<file path="config.mk">
export PLATFORM = sky130hd
export DESIGN_NAME = pipeline_stall_ctrl
export DESIGN_NICKNAME = d
export VERILOG_FILES = /design/src/rtl/pipe_ctrl_pkg.sv /design/src/rtl/sat_counter.sv /design/src/rtl/pipeline_stall_ctrl.sv
export SDC_FILE = /design/constraint.sdc
export NUM_CORES = 1
export LEC_CHECK = 0
export ABC_CLOCK_PERIOD_IN_PS = 1700
export CORE_ASPECT_RATIO = 1.5
export CORE_UTILIZATION = 43
export CTS_CLUSTER_DIAMETER = 100
export DETAILED_ROUTE_END_ITERATION = 12
export PLACE_DENSITY_LB_ADDON = 0.3
export REMOVE_ABC_BUFFERS = 1
export SLEW_MARGIN = 20
export SYNTH_ARGS = -nofsm -noshare
export SYNTH_HDL_FRONTEND = slang
export SYNTH_SLANG_ARGS = --single-unit
</file>
<file path="constraint.sdc">
create_clock -name clk -period 1.7 [get_ports clk]
set_input_delay 0.34 -clock clk [delete_from_list [all_inputs] [get_ports clk]]
set_output_delay 0.34 -clock clk [all_outputs]
set_load 0.1 [all_outputs]
</file>
<file path="src/rtl/pipe_ctrl_pkg.sv">
// rtl/pipe_ctrl_pkg.sv - state encoding and pipeline control vectors for pipeline_stall_ctrl
package pipe_ctrl_pkg;

    typedef enum logic [1:0] {
        ST_RUN   = 2'd0,
        ST_FLUSH = 2'd1,
        ST_DRAIN = 2'd2,
        ST_HALT  = 2'd3
    } state_t;

    typedef struct packed {
        logic pc_we;
        logic pc_sel_br;
        logic p0_we;
        logic p0_flush;
        logic p1_bubble;
    } ctrl_t;

    // Bit order: {pc_we, pc_sel_br, p0_we, p0_flush, p1_bubble}
    localparam ctrl_t CTRL_IDLE     = ctrl_t'(5'b10100);
    localparam ctrl_t CTRL_STALL    = ctrl_t'(5'b00001);
    localparam ctrl_t CTRL_REDIRECT = ctrl_t'(5'b11110);
    localparam ctrl_t CTRL_SQUASH   = ctrl_t'(5'b10110);
    localparam ctrl_t CTRL_HLT      = ctrl_t'(5'b00110);
    localparam ctrl_t CTRL_DRAIN    = ctrl_t'(5'b00111);
    // Frozen front end with NOPs in both registers; used for reset and HALT.
    localparam ctrl_t CTRL_BUBBLE   = ctrl_t'(5'b00011);

    localparam int SCNT_W = 8;

endpackage

</file>
<file path="src/rtl/sat_counter.sv">
// rtl/sat_counter.sv - saturating up-counter with synchronous clear
module sat_counter #(
    parameter int WIDTH = 8
) (
    input  logic             clk,
    input  logic             inc,
    input  logic             clr,
    output logic [WIDTH-1:0] count
);

    logic [WIDTH-1:0] count_q;
    logic [WIDTH-1:0] count_d;

    always_comb begin
        count_d = count_q;
        if (clr) begin
            count_d = '0;
        end else if (inc && (count_q != '1)) begin
            count_d = count_q + WIDTH'(1);
        end
    end

    always_ff @(posedge clk) begin
        count_q <= count_d;
    end

    assign count = count_q;

endmodule

</file>
<file path="src/rtl/pipeline_stall_ctrl.sv">
// rtl/pipeline_stall_ctrl.sv - stall/flush/halt sequencer for the 5-stage pipeline
// Optional perf counters enabled by defining PIPE_PERF_CNT_EN.
module pipeline_stall_ctrl
    import pipe_ctrl_pkg::*;
#(
    parameter int FLUSH_CYCLES = 1,
    parameter int DRAIN_CYCLES = 3,
    parameter int MAX_STALL    = 8,
    parameter int CNT_W        = 16
) (
    input  logic             clk,
    input  logic             rst,
    input  logic             hazard_stall,
    input  logic             hazard_flush,
    input  logic             p1_hlt,
    output logic             pc_we,
    output logic             pc_sel_br,
    output logic             p0_we,
    output logic             p0_flush,
    output logic             p1_bubble,
    output logic             halted,
    output logic             stall_timeout,
    output logic [CNT_W-1:0] stall_cnt,
    output logic [CNT_W-1:0] flush_cnt
);

    state_t      state_q, state_d;
    logic [2:0]  fcnt_q, fcnt_d;
    logic [2:0]  dcnt_q, dcnt_d;
    logic        timeout_q, timeout_d;
    ctrl_t       ctrl;
    logic        run_stall;
    logic        timeout_set;
    logic [SCNT_W-1:0] scnt;

    always_comb begin
        state_d   = state_q;
        fcnt_d    = fcnt_q;
        dcnt_d    = dcnt_q;
        ctrl      = CTRL_IDLE;
        run_stall = 1'b0;
        case (state_q)
            ST_RUN: begin
                // A stalled branch waits for its operand, so stall outranks flush.
                if (hazard_stall) begin
                    ctrl      = CTRL_STALL;
                    run_stall = 1'b1;
                end else if (hazard_flush) begin
                    ctrl = CTRL_REDIRECT;
                    if (FLUSH_CYCLES > 1) begin
                        state_d = ST_FLUSH;
                        fcnt_d  = 3'(FLUSH_CYCLES - 1);
                    end
                end else if (p1_hlt) begin
                    ctrl = CTRL_HLT;
                    if (DRAIN_CYCLES > 1) begin
                        state_d = ST_DRAIN;
                        dcnt_d  = 3'(DRAIN_CYCLES - 1);
                    end else begin
                        state_d = ST_HALT;
                    end
                end
            end
            ST_FLUSH: begin
                ctrl   = CTRL_SQUASH;
                fcnt_d = fcnt_q - 3'd1;
                if (fcnt_q == 3'd1) begin
                    state_d = ST_RUN;
                end
            end
            ST_DRAIN: begin
                ctrl   = CTRL_DRAIN;
                dcnt_d = dcnt_q - 3'd1;
                if (dcnt_q == 3'd1) begin
                    state_d = ST_HALT;
                end
            end
            default: begin
                ctrl = CTRL_BUBBLE;
            end
        endcase
        if (rst) begin
            ctrl      = CTRL_BUBBLE;
            run_stall = 1'b0;
        end
    end

    sat_counter #(.WIDTH(SCNT_W)) u_stall_watchdog (
        .clk   (clk),
        .inc   (run_stall),
        .clr   (rst | ~run_stall),
        .count (scnt)
    );

    // scnt already holds MAX_STALL when the (MAX_STALL+1)th stall cycle is in progress.
    assign timeout_set = run_stall && (scnt >= SCNT_W'(MAX_STALL));

    always_comb begin
        timeout_d = timeout_q | timeout_set;
    end

    always_ff @(posedge clk) begin
        if (rst) begin
            state_q   <= ST_RUN;
            fcnt_q    <= 3'd0;
            dcnt_q    <= 3'd0;
            timeout_q <= 1'b0;
        end else begin
            state_q   <= state_d;
            fcnt_q    <= fcnt_d;
            dcnt_q    <= dcnt_d;
            timeout_q <= timeout_d;
        end
    end

    assign pc_we         = ctrl.pc_we;
    assign pc_sel_br     = ctrl.pc_sel_br;
    assign p0_we         = ctrl.p0_we;
    assign p0_flush      = ctrl.p0_flush;
    assign p1_bubble     = ctrl.p1_bubble;
    assign halted        = !rst && (state_q == ST_HALT);
    assign stall_timeout = !rst && timeout_d;

`ifdef PIPE_PERF_CNT_EN
    logic run_flush;
    assign run_flush = !rst && (state_q == ST_RUN) && !hazard_stall && hazard_flush;

    sat_counter #(.WIDTH(CNT_W)) u_stall_cnt (
        .clk   (clk),
        .inc   (run_stall),
        .clr   (rst),
        .count (stall_cnt)
    );

    sat_counter #(.WIDTH(CNT_W)) u_flush_cnt (
        .clk   (clk),
        .inc   (run_flush),
        .clr   (rst),
        .count (flush_cnt)
    );
`else
    assign stall_cnt = '0;
    assign flush_cnt = '0;
`endif

endmodule

</file>
# After elaboration in Yosys (flattened, before gate mapping)
# Index checks and enable logic that the tools add are counted.
# totals
ff_bits	17
inputBits	5
elab_cells	51
# classes
eq_ne	11
magnitude_cmp	1
reduce_logical	10
bitwise	3
mux	18
n_addsub	3
# ops
operator	n
$mux 5	4
$pmux 5 s3	1
$mux 2	5
$ne 2x2->1 const B	5
$mux 3	3
$add 8x1->8 const B	1
$ge 8x4->1 const B	1
$ne 8x8->1 const B	1
$eq 3x1->1 const B	2
$pmux 2 s3	1
$pmux 3 s2	1
$reduce_and 6->1	1
$sub 3x1->3 const B	2
$eq 2x2->1 const B	2
$logic_and 1x1->1	4
$reduce_and 4->1	1
$mux 1	3
$reduce_bool 3->1	1
$eq 2x1->1 const B	1
$logic_not 2->1	1
$or 1x1->1	2
$reduce_bool 2->1	1
$logic_not 1->1	1
$not 1->1	1

# Logic depth before layout (Yosys ltp)
# Gate-level depths: netlist (run 1).
# depth
ltp_word	6
ltp_mapped	6

# Hierarchy
# A second synthesis (run 1) with hierarchy kept.
# unflattened
cells_unflattened	157
hier_area_um2	1337.5
# modules_own_cells
module	area_per_inst_um2	cells_each	seq_area_each_um2	n_inst
pipeline_stall_ctrl	907.1	111	180.2	1
sat_counter	430.4	46	160.2	1

# Least setup slack after synthesis (run 1)
# Ideal clock, no wire load.
# synth_path
kind	flip-flop to output port
from	register state_q[1]
to	output port pc_we
arrival_ps	2532
t_required_ps	1360
stages_incl_launch_ff	6
slack_ps	-1172
path_cell_list	dfxtp_1 -> inv_1 -> ha_1 -> nor2b_1 -> nand3_1 -> a21oi_1
# synth_between
elab_chain_cells	3
# synth_lines
element	line_no	text
start: declaration	pipeline_stall_ctrl.sv:27	state_t state_q, state_d;
start signal: assignment	pipeline_stall_ctrl.sv:109	state_q <= state_d;
$eq 2x2->1, or another cell as far along	pipeline_stall_ctrl.sv:42	case (state_q)
$pmux 5 s3 (*)	pipeline_stall_ctrl.sv:42	
$mux 5 (*)	pipeline_stall_ctrl.sv:82	if (rst) begin
end: declaration	pipeline_stall_ctrl.sv:16	output logic pc_we,
# Mark *: on every way between the ends. The rest lies on a longest branch, timed or not.

# Worst setup path after layout (run 1)
# layout_path
from	register u_stall_watchdog.count_q[4] (netlist: u_stall_watchdog.count[4])
to	output port stall_timeout
# layout_between
elab_chain_cells	4
# layout_lines
element	line_no	text
start: declaration	sat_counter.sv:11	logic [WIDTH-1:0] count_q;
start signal: assignment	sat_counter.sv:24	count_q <= count_d;
$ge 8x4->1	pipeline_stall_ctrl.sv:96	assign timeout_set = run_stall && (scnt >= SCNT_W'(MAX_STALL));
$logic_and 1x1->1	pipeline_stall_ctrl.sv:96	
$or 1x1->1	pipeline_stall_ctrl.sv:99	timeout_d = timeout_q | timeout_set;
$logic_and 1x1->1	pipeline_stall_ctrl.sv:122	assign stall_timeout = !rst && timeout_d;
end: declaration	pipeline_stall_ctrl.sv:22	output logic stall_timeout,
# No other way between the ends.

==> metrics.yaml, run 1 <==
status:
  status: "finished with violations"
  failed_checks: "negative setup slack"
yosys:
  netlist_top_cells_count: "32 x buf_4, 18 x nor2_1, 17 x dfxtp_1, 11 x ha_1, 11 x inv_1"
  yosys_register_bits: 17
  synth_cell_types: 38
  syn_area_sq_um: 1270
  yosys.area.top_type: "dfxtp_1"
  synth-seq-area-share: 0.269
  synthTopCellsByArea: "dfxtp_1 27%, buf_4 19%, ha_1 11%, nor2_1 5.3%, inv_1 3.3%"
  synth_top_area_frac: 0.269
  post_synth.cell_area_avg_sq_um: 8.39
  synth-edff-count: 0
  synth.most_common_cell: "buf_4"
  ys.warnings.count: 0
  synthCells: 151
  ys.flop_type: "dfxtp_1"
  ys_async_sr_fraction: 0
detailed_routing:
  drt_iter0_drc: 7
  wire_per_inst_um: 11.3
  viasPerCell: 4.45
  drc: 0
  vias: 989
  first_pass_iters: 4
  wirelength_mm: 2.50
  ant_nets: 0
clock_network:
  cts_tree: "yes"
  cts.clk_slew.worst_paths_ps: 60
  cts.sinks: 17
  clockBufferDepth: 2
  root_buffer: "clkbuf_8"
  hold_buffers: 0
  cts_buffers: 3
  h-tree-depth: 1
  clock_latency_ps: 250
die:
  dieArea_sq_um: 3170
  initial_core_util: 0.463
  ios: 44
  coreArea_sq_um: 2730
  die_h_um: 68.5
  dieWidth_um: 46.3
  rows: 23
cells_and_area:
  nNetsFinal: 202
  diodes: 0
  drive_above_1_share: 0.335
  postLayoutCoreUtil: 0.620
  syn2layout_area_growth_pct: 33.9
  final_area_sq_um: 1700
placed_design:
  gp_congestion: 0.754
  port-buffer-count: 11
  placed_area_sq_um: 1480
  dpl.hpwl_mm: 1.94
grt:
  grt_pass1_vias: 976
  grt.total_usage: 0.170
  grt_max_degree: 10
  grt_pass1_wl_mm: 3.98
  overflow: 0
  antenna_found_initial: 0
power:
  pwr-share-seq: 0.218
  swShare: 0.480
  leakagePower_nw: 0.732
  combPwrFrac: 0.651
  power.density_nw_per_um2: 1340
  p_sw_mw: 1.09
  vdd_ir_drop_max_v: 0.000688
  p_clk_frac: 0.131
  p_int_mw: 1.19
critical_path:
  r2r_start: "state_q[0]"
  critical_path.startpoint: "u_stall_watchdog.count[4]"
  worstPathMaxFanout: 2
  required_ps: 1360
  setup.worst_path.class: "register to output pin"
  crit_path_end_kind: "output pin"
  arrival_ps: 1470
  cp-start-kind: "register"
worst_hold_path:
  min_from: "fcnt_q[1]"
  hold_class: "register to register"
timing:
  hold_viol: 0
  fin_skew_ps: 2.60
  setup_viol: 6
  finalCriticalPeriod_ps: 1810
  fin_ws_ps: -112
  rsz0062_at_grt: "yes"
  clock.fmax_mhz: 552
  period_share: 1.07
  slew_violations: 0
flow_run:
  maxCapViolCount: 0
path summary, 6_finish.rpt:
| check | end | cells after the start | slack [ps] |
|---|---|---|---|
| worst max-delay path | stall_timeout | 4 | -110 |
| worst max register to register | state_q[1] | 7 | 70 |
| worst min-delay path | fcnt_q[1] | 2 | 490 |
| worst min register to register | fcnt_q[1] | 2 | 490 |
worst max-delay path, stage by stage (launching register included):
cell and delay [ps]:
dfxtp_2 320, or4_4 540, nor2_4 110, o22ai_2 80
buf_12 180
cell type report:
| class | count | area, sq um |
|---|---|---|
| fill | 259 | 1040 |
| multi-input combinational | 121 | 865 |
| timing repair buffer | 32 | 353 |
| sequential | 17 | 345 |
| tap | 37 | 46.3 |
| clock buffer | 4 | 45.0 |
| inverter | 11 | 41.3 |
flip-flops by register name, indices dropped and copies added, names as in the netlist:
register,flops
timeout_q,1
u_stall_watchdog.count,8
state_q,2
dcnt_q,3
fcnt_q,3
cell usage in the layout, fill, tap and decap left out, types with 3 or more instances in the layout:
master / n
a21oi_1: 3
buf_12: 6
buf_4: 17
buf_6: 4
clkbuf_8: 3
conb_1: 32
dfxtp_1: 13
dfxtp_2: 4
dlygate4sd2_1: 4
ha_1: 8
inv_1: 9
mux2i_1: 3
nand2_1: 4
nand2b_1: 4
nand3_1: 4
nand3_2: 3
nor2_1: 16
xor2_1: 3
per-layer routing:
| metal | track usage | share of wire |
|---|---|---|
| met1 | 0.187 | 0.37 |
| met2 | 0.316 | 0.60 |
| met3 | 0.0317 | 0.019 |
| met4 | 0.0441 | 0.0096 |
| met5 | 0 | 0 |
power groups by stage:
stage,clock [mW],combinational [mW],sequential [mW]
final,0.299,1.48,0.498
after global routing,0.332,1.58,0.508
after CTS,0.303,1.41,0.500
after detailed placement,0,1.30,0.504
after global placement,0,1.28,0.500
after floorplan,0,0.924,0.500
stage by stage:
| stage | worst slack [ps] | instances | total power [mW] | TNS [ps] | hold WS (ps) |
|---|---|---|---|---|---|
| floorplan | -1170 | 149 | 1.42 | -4380 | 408 |
| CTS | -147 | 218 | 2.21 | -411 | 486 |
| global route | -166 | 222 | 2.42 | -757 | 499 |
| global placement | -233 | 212 | 1.78 | -1480 | 454 |
| finish | -112 | 222 | 2.28 | -347 | 487 |
| detailed placement | -211 | 212 | 1.81 | -1550 | 466 |
logic make-up (layout without fill, tap and decap cells):
group	after synthesis	count (layout)	share of synthesized area
compound gates	20	20	0.109
xor+xnor	5	5	0.0346
fa+ha+maj	11	11	0.109
buf+inv	44	47	0.225
flops	17	17	0.269
mux	4	4	0.0356
other cells	1	32	0.00296
simple gates	49	49	0.215
what timing repair did:
item | CTS | global route
endpoints found under the setup margin | 7 | 7
buffers inserted | 2 | 4
resized for setup | 32 | 7
hold endpoints to repair | 0 | 0
pin swaps | 7 | 3
(Power assumes the default switching activity.)
==> run 2, diff against run 1 <==
--- a/config.mk
+++ b/config.mk
@@ -5,14 +5,15 @@
 export SDC_FILE = /design/constraint.sdc
 export NUM_CORES = 1
 export LEC_CHECK = 0
+export ABC_AREA = 1
 export ABC_CLOCK_PERIOD_IN_PS = 1700
 export CORE_ASPECT_RATIO = 1.5
 export CORE_UTILIZATION = 43
 export CTS_CLUSTER_DIAMETER = 100
 export DETAILED_ROUTE_END_ITERATION = 12
-export PLACE_DENSITY_LB_ADDON = 0.3
+export PLACE_DENSITY = 0.76
 export REMOVE_ABC_BUFFERS = 1
-export SLEW_MARGIN = 20
+export SLEW_MARGIN = 25
 export SYNTH_ARGS = -nofsm -noshare
 export SYNTH_HDL_FRONTEND = slang
 export SYNTH_SLANG_ARGS = --single-unit
==> run 2 against run 1 <==
Net effect:
- the flow still finishes with violations (negative setup slack)
- clock power up 2%
- die area increased by 1.8%
- critical path depth up 4
- synthesized area rose by 1.9%
==> metrics.yaml, run 2 <==
timing:
  clock.fmax_mhz: 545
  period_share: 1.08
  fin_ws_ps: -135
  rsz0062_at_grt: "yes"
  setup_viol: 6
  slew_violations: 0
  finalCriticalPeriod_ps: 1840
  fin_skew_ps: 4.18
  fin_hold_ws_ps: 470
  hold_viol: 0
critical_path:
  setup.worst_path.class: "register to output pin"
  worstPathMaxFanout: 3
  cp-start-kind: "register"
  required_ps: 1360
  arrival_ps: 1500
  crit_path_end_kind: "output pin"
yosys:
  synth-seq-area-share: 0.264
  synth_top_family_by_area: "buffers and inverters"
  synth_top_area_frac: 0.264
  ys.flop_type: "dfxtp_1"
  synth-edff-count: 0
  post_synth.cell_area_avg_sq_um: 7.05
  synthTopCellsByArea: "dfxtp_1 26%, buf_4 19%, ha_1 11%, nand2_1 9.3%, inv_1 7.0%"
  synthAdderAreaFrac: 0.107
  muxShareOfSynthArea: 0
  synthCells: 183
  netlist_top_cells_count: "32 x buf_4, 32 x nand2_1, 24 x inv_1, 18 x nor2_1, 17 x dfxtp_1"
  synthSimpleGateAreaFrac: 0.253
  syn_area_sq_um: 1290
  yosys_register_bits: 17
  synth_cell_types: 24
  synthXorXnorAreaFrac: 0.0204
  synth-compound-area-share: 0.0912
  yosys.area.top_type: "dfxtp_1"
  ys.warnings.count: 0
  ys_async_sr_fraction: 0
clock_network:
  cts_buffers: 3
  h-tree-depth: 1
  clockBufferDepth: 2
  clock_latency_ps: 250
  root_buffer: "clkbuf_8"
  cts.sinks: 17
  cts_tree: "yes"
  hold_buffers: 0
  cts.clk_slew.worst_paths_ps: 70
status:
  status: "finished with violations"
  failed_checks: "negative setup slack"
grt:
  grt_pass1_wl_mm: 4.15
  grt_max_degree: 11
  grt_pass1_vias: 988
  grt.total_usage: 0.172
  antenna_found_initial: 0
  overflow: 0
worst_hold_path:
  hold_class: "register to register"
die:
  ios: 44
  initial_core_util: 0.447
  die_h_um: 69.1
  dieArea_sq_um: 3230
  dieWidth_um: 46.7
  coreArea_sq_um: 2880
  rows: 24
cells_and_area:
  syn2layout_area_growth_pct: 34.1
  final_common_cell: "conb_1"
  layout_common_cells: "32 x conb_1, 27 x nand2_1, 20 x buf_4"
  diodes: 0
  postLayoutCoreUtil: 0.600
  nNetsFinal: 238
  largest_register_ffs: 8
  drive_above_1_share: 0.312
detailed_routing:
  viasPerCell: 4.33
  ant_nets: 0
  wirelength_mm: 2.57
  drt_iter0_drc: 26
  first_pass_iters: 4
  vias: 1126
  drc: 0
  wire_per_inst_um: 9.87
power:
  total_power_mw: 3.04
  leakagePower_nw: 0.808
  power.density_nw_per_um2: 1760
  vdd_ir_drop_max_v: 0.00104
flow_run:
  maxCapViolCount: 0
placed_design:
  port-buffer-count: 11
  post-place-ws_ps: -192
  dpl.hpwl_mm: 1.89
  gp_congestion: 0.817
[run 2: per-stage QoR]
step,instances,instance area [sq um],TNS [ps]
after CTS,258,1680,-567
after global placement,247,1510,-845
final,260,1730,-620
after detailed placement,247,1510,-882
after global routing,260,1730,-972
after floorplan,182,1170,-4530
[run 2: repair_timing]
action                                 CTS  global route
setup buffers                            7             2
gates resized for setup                 27            10
endpoints found under the hold margin    0             0
pin swaps                                9             8
setup endpoints to repair                7             7
[run 2: kinds of logic after synthesis]
family,count (synthesis)
AND/OR/NAND/NOR,71
AO/OA/AOI/OAI,22
buffers and inverters,58
other,1
flip-flops,17
XOR/XNOR,3
adder cells (fa/ha/maj),11
[run 2: final timing paths]
kind | cells past startpoint | startpoint | end | slack (ps)
min | 2 | timeout_q | timeout_q | 470
max | 8 | state_q[0] | stall_timeout | -140
max reg2reg | 8 | state_q[1] | dcnt_q[2] | 120
min reg2reg | 2 | timeout_q | timeout_q | 470
[run 2: power breakdown]
part	total [mW]	leakage [nW]	internal (mW)	switching, mW
sequential	0.547	0.139	0.489	0.0580
combinational	2.19	0.644	0.823	1.37
clock	0.304	0.0255	0.163	0.141
total	3.04	0.808	1.47	1.57
[run 2: layout make-up]
| type | count | area, sq um |
|---|---|---|
| inverters | 26 | 97.6 |
| flip-flops and latches | 17 | 343 |
| repair buffers | 35 | 373 |
| well taps | 39 | 48.8 |
| multi-input cells | 139 | 822 |
| clock inverters | 1 | 5.00 |
| clock buffers | 3 | 41.3 |
| fillers | 259 | 1150 |
[run 2: critical path, cell delays in order, from the launching register on]
cell and delay (ps):
dfxtp_2 340, inv_2 80, ha_4 160, buf_6 110, nand2_4 60, nor2_4 130, o31ai_4 90, nand2_2 90
buf_12 170
[run 2: routing by layer]
metal  wire (um)  vias up  GRT usage
li1            -      581          -
met1        1010      502      0.184
met2        1390       35      0.302
met3          88        8     0.0340
met4          76        0     0.0762
met5           0        -          0
